--- src/rtl/packet_buffer_reader_pkg.sv ---
// Shared constants for the packet buffer stream stages. This package holds the byte width,
// the buffer geometry, the FSM state encodings and a constant clog2 helper.
package packet_buffer_reader_pkg;

  localparam int unsigned BYTE_LEN                   = 8;
  localparam int unsigned PACKET_BUFFER_SIZE         = 256;
  localparam int unsigned PACKET_BUFFER_READ_LATENCY = 2;

  typedef logic [1:0] pbr_state_t;

  localparam pbr_state_t PBR_IDLE  = 2'd0;
  localparam pbr_state_t PBR_READ  = 2'd1;
  localparam pbr_state_t PBR_DRAIN = 2'd2;
  localparam pbr_state_t PBR_DONE  = 2'd3;

  // Returns at least 1 so that widths derived from it are never zero.
  function automatic int unsigned clog2(input int unsigned value);
    int unsigned v;
    int unsigned r;
    v = (value > 0) ? value - 1 : 0;
    r = 0;
    while (v > 0) begin
      r++;
      v = v >> 1;
    end
    return (r == 0) ? 1 : r;
  endfunction

endpackage

--- src/rtl/packet_reader_fifo.sv ---
// First-word-fall-through FIFO built from registers. The head entry appears on dout_o
// together with valid_o. A byte written in one cycle becomes visible in the next cycle.
// A write and a pop in the same cycle leave the count unchanged.
module packet_reader_fifo
  import packet_buffer_reader_pkg::*;
#(
  parameter int unsigned DEPTH = 4,
  parameter int unsigned WIDTH = BYTE_LEN
) (
  input  logic                        clk_i,
  input  logic                        rst_i,
  input  logic                        we_i,
  input  logic [WIDTH-1:0]            din_i,
  input  logic                        re_i,
  output logic [WIDTH-1:0]            dout_o,
  output logic                        valid_o,
  output logic [clog2(DEPTH+1)-1:0]   count_o
);

  localparam int unsigned PtrW = clog2(DEPTH);
  localparam int unsigned CntW = clog2(DEPTH + 1);

  logic [WIDTH-1:0] mem_q [DEPTH];
  logic [PtrW-1:0]  wr_ptr_q;
  logic [PtrW-1:0]  rd_ptr_q;
  logic [CntW-1:0]  count_q;
  logic             push;
  logic             pop;

  function automatic logic [PtrW-1:0] ptr_inc(input logic [PtrW-1:0] p);
    return (p == PtrW'(DEPTH - 1)) ? '0 : p + 1'b1;
  endfunction

  assign pop  = re_i & (count_q != '0);
  // A full FIFO still accepts a write when it pops in the same cycle.
  assign push = we_i & ((count_q != CntW'(DEPTH)) | pop);

  // Storage, pointers and occupancy.
  always_ff @(posedge clk_i or posedge rst_i) begin
    if (rst_i) begin
      for (int unsigned i = 0; i < DEPTH; i++) begin
        mem_q[i] <= '0;
      end
      wr_ptr_q <= '0;
      rd_ptr_q <= '0;
      count_q  <= '0;
    end else begin
      if (push) begin
        mem_q[wr_ptr_q] <= din_i;
        wr_ptr_q        <= ptr_inc(wr_ptr_q);
      end
      if (pop) begin
        rd_ptr_q <= ptr_inc(rd_ptr_q);
      end
      if (push && !pop) begin
        count_q <= count_q + 1'b1;
      end else if (pop && !push) begin
        count_q <= count_q - 1'b1;
      end
    end
  end

  assign dout_o  = mem_q[rd_ptr_q];
  assign valid_o = (count_q != '0);
  assign count_o = count_q;

endmodule

--- src/rtl/packet_buffer_reader.sv ---
// Streams a byte range out of the packet buffer RAM to a downstream consumer. A credit-limited
// skid FIFO absorbs the RAM read latency, so backpressure never loses data. The address wraps
// modulo RAM_SIZE, which makes the buffer behave as a ring.
// Optional feature: define PACKET_READER_ABORT_EN to add an abort_i input. When it is asserted,
// the current request stops and any in-flight data is discarded.
module packet_buffer_reader
  import packet_buffer_reader_pkg::*;
#(
  parameter int unsigned RAM_SIZE     = PACKET_BUFFER_SIZE,
  parameter int unsigned READ_LATENCY = PACKET_BUFFER_READ_LATENCY,
  parameter int unsigned FIFO_DEPTH   = 4
) (
  input  logic                        clk_i,
  input  logic                        rst_i,
  input  logic                        start_i,
  input  logic [clog2(RAM_SIZE)-1:0]  start_addr_i,
  input  logic [clog2(RAM_SIZE):0]    len_i,
  output logic                        busy_o,
  output logic                        done_o,
  output logic                        readclk_o,
  output logic [clog2(RAM_SIZE)-1:0]  raddr_o,
  input  logic                        ram_outclk_i,
  input  logic [BYTE_LEN-1:0]         ram_out_i,
  output logic                        outclk_o,
  output logic [BYTE_LEN-1:0]         out_o,
  output logic                        out_last_o,
`ifdef PACKET_READER_ABORT_EN
  input  logic                        abort_i,
`endif
  input  logic                        out_rdy_i
);

  localparam int unsigned AW   = clog2(RAM_SIZE);
  localparam int unsigned LW   = AW + 1;
  localparam int unsigned CntW = clog2(FIFO_DEPTH + 1);
  localparam int unsigned InfW = clog2(FIFO_DEPTH + READ_LATENCY + 1);

  pbr_state_t      state_q, state_d;
  logic [AW-1:0]   addr_q, addr_d;
  logic [AW-1:0]   raddr_q, raddr_d;
  logic            readclk_q, readclk_d;
  logic [LW-1:0]   remaining_q, remaining_d;
  logic [LW-1:0]   len_q, len_d;
  logic [LW-1:0]   delivered_q, delivered_d;
  logic [InfW-1:0] inflight_q, inflight_d;
  logic            aborting_q, aborting_d;

  logic [CntW-1:0] fifo_count;
  logic            fifo_valid;
  logic            fifo_we;
  logic            fifo_re;
  logic            ram_accept;
  logic            xfer;
  logic            last_byte;
  logic            abort_req;
  logic            credit_ok;
  int unsigned     outstanding;

  function automatic logic [AW-1:0] next_addr(input logic [AW-1:0] a);
    return (a == AW'(RAM_SIZE - 1)) ? '0 : a + 1'b1;
  endfunction

`ifdef PACKET_READER_ABORT_EN
  assign abort_req = abort_i & ((state_q == PBR_READ) | (state_q == PBR_DRAIN));
`else
  assign abort_req = 1'b0;
`endif

  // Data that arrives with nothing in flight is stale (for example, issued before a reset) and is dropped.
  assign ram_accept = ram_outclk_i & (inflight_q != '0);
  assign fifo_we    = ram_accept & ~aborting_q & ~abort_req;
  assign outclk_o   = fifo_valid & ~aborting_q;
  assign xfer       = outclk_o & out_rdy_i;
  assign fifo_re    = aborting_q ? fifo_valid : xfer;
  assign last_byte  = ((delivered_q + LW'(1)) == len_q);
  assign out_last_o = outclk_o & last_byte;

  // Count every byte already promised to the FIFO: in flight, being strobed, or already stored.
  // A pop in this cycle frees one slot, which sustains 1 byte/cycle.
  assign outstanding = 32'(inflight_q) + 32'(readclk_q) + 32'(fifo_count) - 32'(fifo_re);
  assign credit_ok   = (outstanding < FIFO_DEPTH);

  // Track reads issued to the driver that have not yet returned.
  always_comb begin
    inflight_d = inflight_q;
    if (readclk_q && !ram_accept) begin
      inflight_d = inflight_q + 1'b1;
    end else if (!readclk_q && ram_accept) begin
      inflight_d = inflight_q - 1'b1;
    end
  end

  // Request FSM and read-issue logic.
  always_comb begin
    state_d     = state_q;
    addr_d      = addr_q;
    raddr_d     = raddr_q;
    readclk_d   = 1'b0;
    remaining_d = remaining_q;
    len_d       = len_q;
    aborting_d  = aborting_q;
    delivered_d = xfer ? delivered_q + LW'(1) : delivered_q;
    case (state_q)
      PBR_IDLE: begin
        delivered_d = '0;
        if (start_i) begin
          len_d = len_i;
          if (len_i == '0) begin
            state_d = PBR_DONE;
          end else begin
            // Issue the first read right away so readclk rises the cycle after start.
            readclk_d   = 1'b1;
            raddr_d     = start_addr_i;
            addr_d      = next_addr(start_addr_i);
            remaining_d = len_i - LW'(1);
            state_d     = (len_i == LW'(1)) ? PBR_DRAIN : PBR_READ;
          end
        end
      end
      PBR_READ: begin
        if (abort_req) begin
          state_d    = PBR_DRAIN;
          aborting_d = 1'b1;
        end else if (credit_ok) begin
          readclk_d   = 1'b1;
          raddr_d     = addr_q;
          addr_d      = next_addr(addr_q);
          remaining_d = remaining_q - LW'(1);
          if (remaining_q == LW'(1)) begin
            state_d = PBR_DRAIN;
          end
        end
      end
      PBR_DRAIN: begin
        if (abort_req) begin
          aborting_d = 1'b1;
        end
        if (aborting_q) begin
          if ((inflight_q == '0) && !readclk_q && (fifo_count == '0)) begin
            state_d = PBR_DONE;
          end
        end else if (xfer && last_byte) begin
          state_d = PBR_DONE;
        end
      end
      PBR_DONE: begin
        state_d    = PBR_IDLE;
        aborting_d = 1'b0;
      end
      default: state_d = PBR_IDLE;
    endcase
  end

  // State registers.
  always_ff @(posedge clk_i or posedge rst_i) begin
    if (rst_i) begin
      state_q     <= PBR_IDLE;
      addr_q      <= '0;
      raddr_q     <= '0;
      readclk_q   <= 1'b0;
      remaining_q <= '0;
      len_q       <= '0;
      delivered_q <= '0;
      inflight_q  <= '0;
      aborting_q  <= 1'b0;
    end else begin
      state_q     <= state_d;
      addr_q      <= addr_d;
      raddr_q     <= raddr_d;
      readclk_q   <= readclk_d;
      remaining_q <= remaining_d;
      len_q       <= len_d;
      delivered_q <= delivered_d;
      inflight_q  <= inflight_d;
      aborting_q  <= aborting_d;
    end
  end

  packet_reader_fifo #(
    .DEPTH (FIFO_DEPTH),
    .WIDTH (BYTE_LEN)
  ) u_fifo (
    .clk_i   (clk_i),
    .rst_i   (rst_i),
    .we_i    (fifo_we),
    .din_i   (ram_out_i),
    .re_i    (fifo_re),
    .dout_o  (out_o),
    .valid_o (fifo_valid),
    .count_o (fifo_count)
  );

  assign busy_o    = (state_q != PBR_IDLE);
  assign done_o    = (state_q == PBR_DONE);
  assign readclk_o = readclk_q;
  assign raddr_o   = raddr_q;

endmodule

--- config.mk ---
export PLATFORM = sky130hd
export DESIGN_NAME = packet_buffer_reader
export DESIGN_NICKNAME = d
export VERILOG_FILES = /design/src/rtl/packet_buffer_reader_pkg.sv /design/src/rtl/packet_reader_fifo.sv /design/src/rtl/packet_buffer_reader.sv
export SDC_FILE = /design/constraint.sdc
export NUM_CORES = 1
export LEC_CHECK = 0
export ABC_CLOCK_PERIOD_IN_PS = 3880
export BUFFER_PORTS_ARGS = -buffer_cell sky130_fd_sc_hd__buf_2
export CORE_UTILIZATION = 30
export CTS_CLUSTER_SIZE = 14
export DETAILED_ROUTE_END_ITERATION = 10
export RECOVER_POWER = 25
export SLEW_MARGIN = 20
export SYNTH_ARGS = -nofsm -noshare
export SYNTH_HDL_FRONTEND = slang
export SYNTH_HIERARCHICAL = 1
export SYNTH_SLANG_ARGS = --single-unit
--- constraint.sdc ---
create_clock -name clk_i -period 3.88 [get_ports clk_i]
set_clock_uncertainty 0.15 [all_clocks]
set_input_delay 0 -clock clk_i [delete_from_list [all_inputs] [get_ports clk_i]]
set_output_delay 0 -clock clk_i [all_outputs]
set_load 0.005 [all_outputs]
### After elaboration in Yosys (flattened, before gate mapping)

Index checks and enable logic that the tools add are counted.

* flip-flop bits (word level): 88
* output and inout bits: 21

* $add $sub $neg: 14
* $lt $le $gt $ge: 4
* equal/unequal tests: 16
* multiplexer cells: 39
* bitwise gates (word level): 8
* reduce and logical (&&, ||, !) cells: 22

Operators with widths (count)
* 8-bit 2-to-1 mux: 11
* 9-bit 2-to-1 mux: 5
* 32-bit bitwise mux: 1
* 32-bit by 3-bit < comparator with 1-bit output (second input constant): 1
* 8-bit one-hot mux with 2 select lines: 2
* 9-bit by 1-bit == test with 1-bit output (second input constant): 2
* 9-bit one-hot mux with 2 select lines: 1
* 9-bit by 1-bit subtractor with 9-bit output (second input constant): 2
* 8-bit by 1-bit adder with 8-bit output (second input constant): 2
* 8-bit binary-select mux with 2-bit select: 1
* 8-bit demux with 2-bit select: 1
* 8-bit == test (second input constant): 2
* 2-bit 2-to-1 mux: 8
* 3-bit 2-to-1 mux: 4
* 2-bit inequality test (second input constant): 5
* 2-bit nonzero test: 5
* 9-bit by 1-bit adder with 9-bit output (second input constant): 1
* 9-bit == test: 1
* 9-bit zero test: 1
* 2-bit == test (second input constant): 4
* 2-bit one-hot mux with 4 select lines: 1
* 4-bit AND reduction: 2
* 3-bit by 1-bit adder with 3-bit output (second input constant): 2
* 3-bit greater-or-equal comparator (second input constant): 2
* other kinds (18): 36

### Depth between registers and ports, before layout

Gate-level depths: netlist (run 1).

* word-level depth: 9
* depth in mapped cells: 13

### By module

The synthesis (run 1) kept the hierarchy.

Modules (own cells, without submodules)
* packet_buffer_reader: times used 1, cells an instance 363, area each 3263.1 um^2
* packet_reader_fifo: times used 1, cells an instance 115, area each 1809.2 um^2

### Worst setup path before layout (run 1)

OpenSTA, ideal clock, no wires.

* path kind: register -> register
* from: register u_fifo.count_q[1] (netlist: u_fifo/count_o[1])
* to: register state_q[1]
* arrival time: 3242 ps
* path slack: 361 ps
* cell stages (with the launch flop): 13
* path buffers: 0
* period minus slack after synthesis: 3519 ps
* cells stage by stage: dfrtp_1 -> or3_1 -> nand2_1 -> inv_1 -> ha_1 -> inv_1 -> ha_1 -> a211oi_2 -> o31a_2 -> a222oi_1 -> nand2_1 -> o32ai_2 -> mux2_1

* cells in the longest elaborated chain, start to end: 6
* elaborated cells between the ends (all ways): 9
* classes of those cells: 2 x add/sub; 1 x order compare; 2 x eq/ne; 1 x bitwise; 3 x reduce/logical

Ends and longest elaborated chain
* from (decl): line packet_reader_fifo.sv:26 `logic [CntW-1:0] count_q;`
* from (signal assigned): line packet_reader_fifo.sv:56 `count_q <= count_q + 1'b1;`
* from (signal assigned): line packet_reader_fifo.sv:58 `count_q <= count_q - 1'b1;`
* 3-bit nonzero test (*): line packet_reader_fifo.sv:64 `assign valid_o = (count_q != '0);`
* net outclk_o: line packet_buffer_reader.sv:24 `output logic outclk_o,`
* 1-bit AND (*): line packet_buffer_reader.sv:73 `assign xfer = outclk_o & out_rdy_i;`
* net fifo_re: line packet_buffer_reader.sv:51 `logic fifo_re;`
* 5-bit by 1-bit subtractor with 6-bit output: line packet_buffer_reader.sv:80 `assign outstanding = 32'(inflight_q) + 32'(readclk_q) + 32'(fifo_count) - 32'(fifo_re);`
* 32-bit by 3-bit < comparator with 1-bit output: line packet_buffer_reader.sv:81 `assign credit_ok = (outstanding < FIFO_DEPTH);`
* 2-bit inequality test (no source line)
* 4-bit AND reduction (no source line) (*)
* to (signal assigned): line packet_buffer_reader.sv:167 `state_q <= state_d;`
* to (decl): line packet_buffer_reader.sv:38 `pbr_state_t state_q, state_d;`

The timed path passes the listed nets; every way through them passes the cells marked *.
A chain may end at the register's enable or synchronous reset.

### Worst setup path in the final report (run 1)

* from: register u_fifo.count_q[0] (netlist: u_fifo/count_o[0])
* to: register state_q[1]

* cells in the longest elaborated chain, start to end: 6
* elaborated cells between the ends (all ways): 9
* classes of those cells: 2 x add/sub; 1 x order compare; 2 x eq/ne; 1 x bitwise; 3 x reduce/logical

Ends and longest elaborated chain (line)
* 3-bit nonzero test (*): packet_reader_fifo.sv:64
* 1-bit AND (*): packet_buffer_reader.sv:73
* net fifo_re: packet_buffer_reader.sv:51
* 5-bit by 1-bit subtractor with 6-bit output: packet_buffer_reader.sv:80
* 32-bit by 3-bit < comparator with 1-bit output: packet_buffer_reader.sv:81
* 2-bit inequality test (no source line)
* 4-bit AND reduction (no source line) (*)

Marked as above.

==> out/metrics.yaml, run 1 <==
global_route:
  grt_overflow_total: 0
  grt_max_degree: 50
  antenna_found_initial: 0
  grt_usage_pct: 13.2
  grt_pass1_vias: 3927
  grt_pass1_wl_mm: 18.6
logic_synthesis:
  synthArstFlopShare_pct: 100
  synthMuxAreaShare_pct: 15.9
  synth_area_per_cell_um2: 10.6
  synth_adder_area_share_pct: 6.71
  syn_inst: 478
  ys_top_cells_by_count: "88 x dfrtp_1, 45 x mux2_2, 41 x nand2_1"
  synth_compound_area_share_pct: 11.2
  ys_ff_latch: 88
  synth_top_area_cell: "dfrtp_1"
  synthesis.nets: 534
  synthXorXnorAreaFrac_pct: 6.04
  synth_cell_types: 60
  yosysMostFrequentCell: "dfrtp_1"
  synth_top_family_by_area: "multiplexers"
  yosys.area_share.simple_pct: 13.0
  yosysTopAreaCellShare_pct: 43.4
  netlist_area_um2: 5070
  ys.flop_type: "dfrtp_1"
  yosys_warnings: 6
  synth-edff-count: 0
  synthTopCellsByArea: "dfrtp_1 43%, mux2_2 10%, ha_1 5.9%"
  seq_area_frac_synth_pct: 43.4
floorplanning:
  start_util_pct: 30.7
  io_pins: 51
  rows: 47
  core_um2: 16500
  die-width_um: 132
  die_y_um: 132
  die_area_um2: 17400
power:
  p_leak_nw: 2.61
  ir_drop_v: 0.000360
  power_density_nw_per_um2: 815
  total_power_mw: 5.01
route:
  route.detailed.wl_per_inst_um: 14.0
  drt_pre_antenna_iters: 4
  ant_nets: 0
  via_count: 3784
  drt-initial-drc-count: 190
  drc_errors: 0
  viasPerCell: 4.85
  finalWirelength_mm: 10.9
final_layout:
  fin_nets: 612
  stdcell_area_um2: 6150
  final_cells: 781
  diodes: 0
  areaGrowthSynthToFinish_pct: 21.3
  drive_above_1_share_pct: 24.2
sta:
  rsz0062_at_grt: "no"
  finalSetupTns_ns: 0
  fin_crit_sh_pct: 92.2
  whs_ns: 0.0222
  max_freq_ghz: 0.280
  timing.slew.headroom_pct: -53.3
  slew_violations: 85
  hold_viol: 0
  setup-violations-final: 0
  tightest_slew_ns: 2.29
  period_minus_slack_ns: 3.58
outcome:
  status: "complete, but fails checks"
  violations: "max-capacitance violations, max-slew violations"
job:
  drv_cap: 2
critical_path:
  crit_type: "reg2reg"
  cp-end-kind: "flip-flop"
  r2r_slack_ns: 0.30
  r2r_cells: 12
  cp_max_fo: 5
  critPathLaunchType: "flip-flop"
  critical_path_required_ns: 3.95
  crit-reg2reg-capture: "state_q[1]"
  r2r-start: "u_fifo/count_o[0]"
  crit_arrival_ns: 3.65
clock_tree:
  cts-resized-gates: 0
  cts.htree.levels: 3
  clock_latency_ns: 0.34
  clkSlewWorstSetupHoldPaths_ns: 0.06
  cts_tree: "done"
  cts.sinks: 88
  cts_root_buf: "clkbuf_16"
  clockBufferDepth: 2
  numCtsBuffers: 9
placement:
  place_inst: 737
  gp_congestion: 0.772
  placed_area_um2: 5570
  post-dp-hpwl_mm: 7.80
  portBuffers: 50
worst_hold_path:
  hold_path.class: "in2async"
==> per-stage QoR <==
step,worst slack [ns],util (%)
after floorplan,0.361,-
after global placement,0.323,33.7
after detailed placement,0.219,33.7
after CTS,0.208,37.2
after global routing,0.0347,37.2
final,0.303,37.2
==> cells in the final DEF (no fill, tap or decap), drive strengths merged, types with 6 or more instances in the layout <==
master / n
a21oi: 28
buf: 52
clkbuf: 14
dfrtp: 88
dlygate4sd3: 27
ha: 24
inv: 30
mux2: 46
mux2i: 11
mux4: 8
nand2: 41
nand3: 15
nor2: 33
o21ai: 20
o22ai: 6
or3: 7
xnor2: 15
xor2: 20
==> final cells by class <==
| type | instances | area (µm²) |
|---|---|---|
| repair buffers | 83 | 558 |
| flip-flops and latches | 88 | 2200 |
| well taps | 220 | 275 |
| multi-input cells | 342 | 2690 |
| inverters | 32 | 121 |
| clock buffers | 10 | 239 |
| clock inverters | 6 | 68.8 |
| fillers | 1616 | 10400 |
==> where the power goes <==
part / internal, mW / switching, mW / total, mW
clock: 0.518 / 0.372 / 0.889
combinational: 1.21 / 1.16 / 2.37
sequential: 1.37 / 0.387 / 1.75
==> repair_timing <==
item,in CTS,in global routing
setup endpoints to repair,0,1
setup buffers,0,1
endpoints found under the hold margin,149,0
hold buffers,27,0
==> worst max path at each step <==
stage / end / start / cells past startpoint / slack (ns)
6_report: state_q[1] / u_fifo/count_o[0] / 12 / 0.30
5_1_grt: state_q[1] / u_fifo/count_o[0] / 12 / 0.03
2_1_floorplan: state_q[1] / u_fifo/count_o[1] / 12 / 0.36
4_1_cts: state_q[1] / u_fifo/count_o[0] / 12 / 0.21
3_5_place_dp: state_q[1] / u_fifo/count_o[0] / 12 / 0.22
3_3_place_gp: state_q[1] / u_fifo/count_o[0] / 12 / 0.32
==> flip-flops by register name (all words and copies together) (netlist names) <==
signal	count
state_q	2
inflight_q	3
len_q	9
u_fifo/count_o	3
u_fifo/rd_ptr_q	2
delivered_q	9
readclk_o	1
u_fifo/wr_ptr_q	2
raddr_o	8
remaining_q	9
u_fifo/mem_q	32
addr_q	8
==> cells by family after synthesis <==
| kind of cell | after synthesis |
|---|---|
| adder cells (fa/ha/maj) | 26 |
| flip-flops | 88 |
| AO/OA/AOI/OAI | 87 |
| buffers and inverters | 48 |
| multiplexers | 65 |
| AND/OR/NAND/NOR | 129 |
| XOR/XNOR | 35 |
==> critical path, cell delays in order, from the launching register on <==
cell	delay [ns]
dfrtp_1	0.47
or3_1	0.43
nand2_1	0.15
inv_1	0.07
ha_1	0.27
inv_1	0.04
ha_1	0.27
a211oi_2	0.08
o31a_2	0.38
a222oi_1	0.36
nand2_1	0.11
o32ai_2	0.34
mux2_1	0.35
==> routing by layer <==
layer  track usage, %  vias to the layer above  routed length, µm
met5                0                        -                  0
met4             4.26                        0                127
met3             2.58                        8                398
met2             22.1                       75               5260
met1             17.1                     1841               5130
li1                 -                     1860                  -
Power figures use the tool's default switching activity.
==> inputs of run 2 (changes only) <==
--- a/config.mk
+++ b/config.mk
@@ -13,2 +13,3 @@
 export RECOVER_POWER = 25
+export SETUP_SLACK_MARGIN = 0.15
 export SLEW_MARGIN = 20
--- a/constraint.sdc
+++ b/constraint.sdc
@@ -4,2 +4,2 @@
 set_output_delay 0 -clock clk_i [all_outputs]
-set_load 0.005 [all_outputs]
+set_load 0.05 [all_outputs]
==> run 2 against run 1 <==
Against the previous run: the flow still finishes with violations (max-capacitance violations, max-slew violations); die area unchanged; count of clock-buffer cells in the layout increased by 4; combinational power increased by 23%; via count increased by 1.8%; largest cell class unchanged; largest power group unchanged; highest routed layer unchanged.
==> out/metrics.yaml, run 2 (synthesized netlist as in run 1, its figures left out) <==
sta:
  timing.slew.headroom_pct: -53.7  # -0.44 points
  rsz0062_at_grt: "no"
  tightest_slew_ns: 2.29  # +0.00654 ns
  finalSetupTns_ns: 0  # unchanged
  setup_slack_ns: 0.431  # +0.128 ns
  slew_violations: 90  # +5.9%
  setup-violations-final: 0  # unchanged
  fin_crit_sh_pct: 88.9  # -3.3 points
  max_freq_ghz: 0.290  # +3.7%
  period_minus_slack_ns: 3.45  # -0.128 ns
  hold_viol: 0  # unchanged
route:
  viasPerCell: 4.92  # +1.6%
  ant_nets: 0  # unchanged
  drt_pre_antenna_iters: 4  # unchanged
  drc_errors: 0  # unchanged
  finalWirelength_mm: 11.3  # +3.1%
  via_count: 3854  # +1.8%
  drt-initial-drc-count: 140  # -26%
  route.detailed.wl_per_inst_um: 14.4  # +2.9%
clock_tree:
  cts.htree.levels: 3  # unchanged
  clock_latency_ns: 0.35  # about the same
  cts_tree: "done"
  cts_root_buf: "clkbuf_16"
  clockBufferDepth: 2  # unchanged
  clkSlewWorstSetupHoldPaths_ns: 0.06  # about the same
  numCtsBuffers: 9  # unchanged
  cts.sinks: 88  # unchanged
final_layout:
  diodes: 0  # unchanged
  final_cell_mix: "87 x dfrtp_1, 45 x mux2_2, 40 x nand2_1, 40 x buf_2, 30 x inv_1"
  fin_nets: 614  # +0.33%
  fillerInstances: 1623  # +0.43%
  drive_above_1_share_pct: 23.1  # -1.2 points
  layout_commonest_cell: "dfrtp_1"
  largest_reg_flops: 32  # unchanged
  stdcell_area_um2: 6160  # +0.18%
  largest_register: "u_fifo/mem_q"
  areaGrowthSynthToFinish_pct: 21.5
worst_hold_path:
  min_path_cells: 4
  hold_path.class: "in2reg"
placement:
  dp_slack_ns: 0.262  # +0.0433 ns
  portBuffers: 50  # unchanged
  post-dp-hpwl_mm: 7.89  # +1.2%
  gp_congestion: 0.766  # -0.76%
  placed_area_um2: 5580  # about the same
power:
  p_leak_nw: 2.61  # about the same
  ir_drop_v: 0.000531  # +48%
  power_density_nw_per_um2: 903  # +11%
global_route:
  grt_pass1_vias: 3965  # +0.97%
  grt_max_degree: 50  # unchanged
  grt_pass1_wl_mm: 19.4  # +4.5%
  grt_usage_pct: 14.0  # +0.80 points
  grt_overflow_total: 0  # unchanged
  antenna_found_initial: 0  # unchanged
critical_path:
  critPathLaunchType: "flip-flop"
  cp_max_fo: 4  # -1
  crit_path_max_incr_delay_ns: 0.41  # -0.06 ns
  crit_type: "reg2reg"
  r2r_cells: 12  # unchanged
  critical_path_required_ns: 3.96  # about the same
  crit_arrival_ns: 3.53  # -0.12 ns
  cp_slowest_cell: "dfrtp_2"
  r2r_slack_ns: 0.43  # +0.13 ns
  crit_path_cell_trace: "or3_4 > nand2_2 > inv_1 > ha_1 > inv_1 > ha_1 > a211oi_2 > o211ai_1 > a222oi_1 > nand2_1 > o32ai_4 > mux2_1"
  cp-end-kind: "flip-flop"
floorplanning:
  die-width_um: 132  # unchanged
  die_y_um: 132  # unchanged
  io_pins: 51  # unchanged
  core_um2: 16500  # unchanged
  rows: 47  # unchanged
  die_area_um2: 17400  # unchanged
  start_util_pct: 30.7  # unchanged
outcome:
  status: "complete, but fails checks"
  violations: "max-capacitance violations, max-slew violations"
job:
  drv_cap: 2  # unchanged
==> run 2: area by class of cell <==
class	instances	area, µm²	share of cell area [%]
well taps	220	275	4.47
repair buffers	85	564	9.16
clock buffers	14	254	4.12
clock inverters	2	38.8	0.629
inverters	32	121	1.97
multi-input cells	342	2710	43.9
flip-flops and latches	88	2200	35.7
==> run 2: worst paths after layout <==
kind / start / to
worst min-delay path: ram_outclk_i / inflight_q[0]
worst max-delay path: u_fifo/count_o[0] / state_q[1]
worst max register to register: u_fifo/count_o[0] / state_q[1]
min in group asynchronous: rst_i / delivered_q[7]
worst min register to register: len_q[1] / len_q[1]
max in group asynchronous: rst_i / u_fifo/count_o[0]
==> run 2: through the flow <==
stage / total power, mW / std cells / hold WS (ns) / utilization, %
finish: 5.56 / 783 / 0.0147 / 37.3
global route: 6.01 / 783 / 0.0399 / 37.3
CTS: 5.57 / 780 / 0.00812 / 37.2
detailed placement: 4.64 / 737 / 0.0411 / 33.8
global placement: 4.51 / 737 / 0.0194 / 33.8
floorplan: 4.01 / 478 / 0.000450 / -
==> run 2: power breakdown <==
group          switching (mW)  internal (mW)  leakage (nW)
sequential              0.389           1.37          1.05
combinational            1.69           1.23          1.42
clock                   0.361          0.519         0.141
==> run 2: worst max-delay path, delay by kind of cell (launching register included) <==
kind | cells | cell delay (ns)
compound gates | 4 | 1.14
simple gates | 3 | 0.65
fa+ha+maj | 2 | 0.53
flops | 1 | 0.41
mux | 1 | 0.34
buf+inv | 2 | 0.10
==> run 2: what timing repair did <==
item	CTS	global route
endpoints found under the hold margin	151	0
endpoints found under the setup margin	0	2
setup buffers	0	3
hold buffers	27	0
resized for setup	0	3
==> run 2: routing by layer <==
layer	global-route usage (%)	up-vias	wire, µm	part of all wire, %
met5	0	-	0	0
met4	5.49	0	216	1.9
met3	3.58	14	482	4.3
met2	22.9	93	5340	47
met1	17.7	1884	5220	46
li1	-	1863	-	-
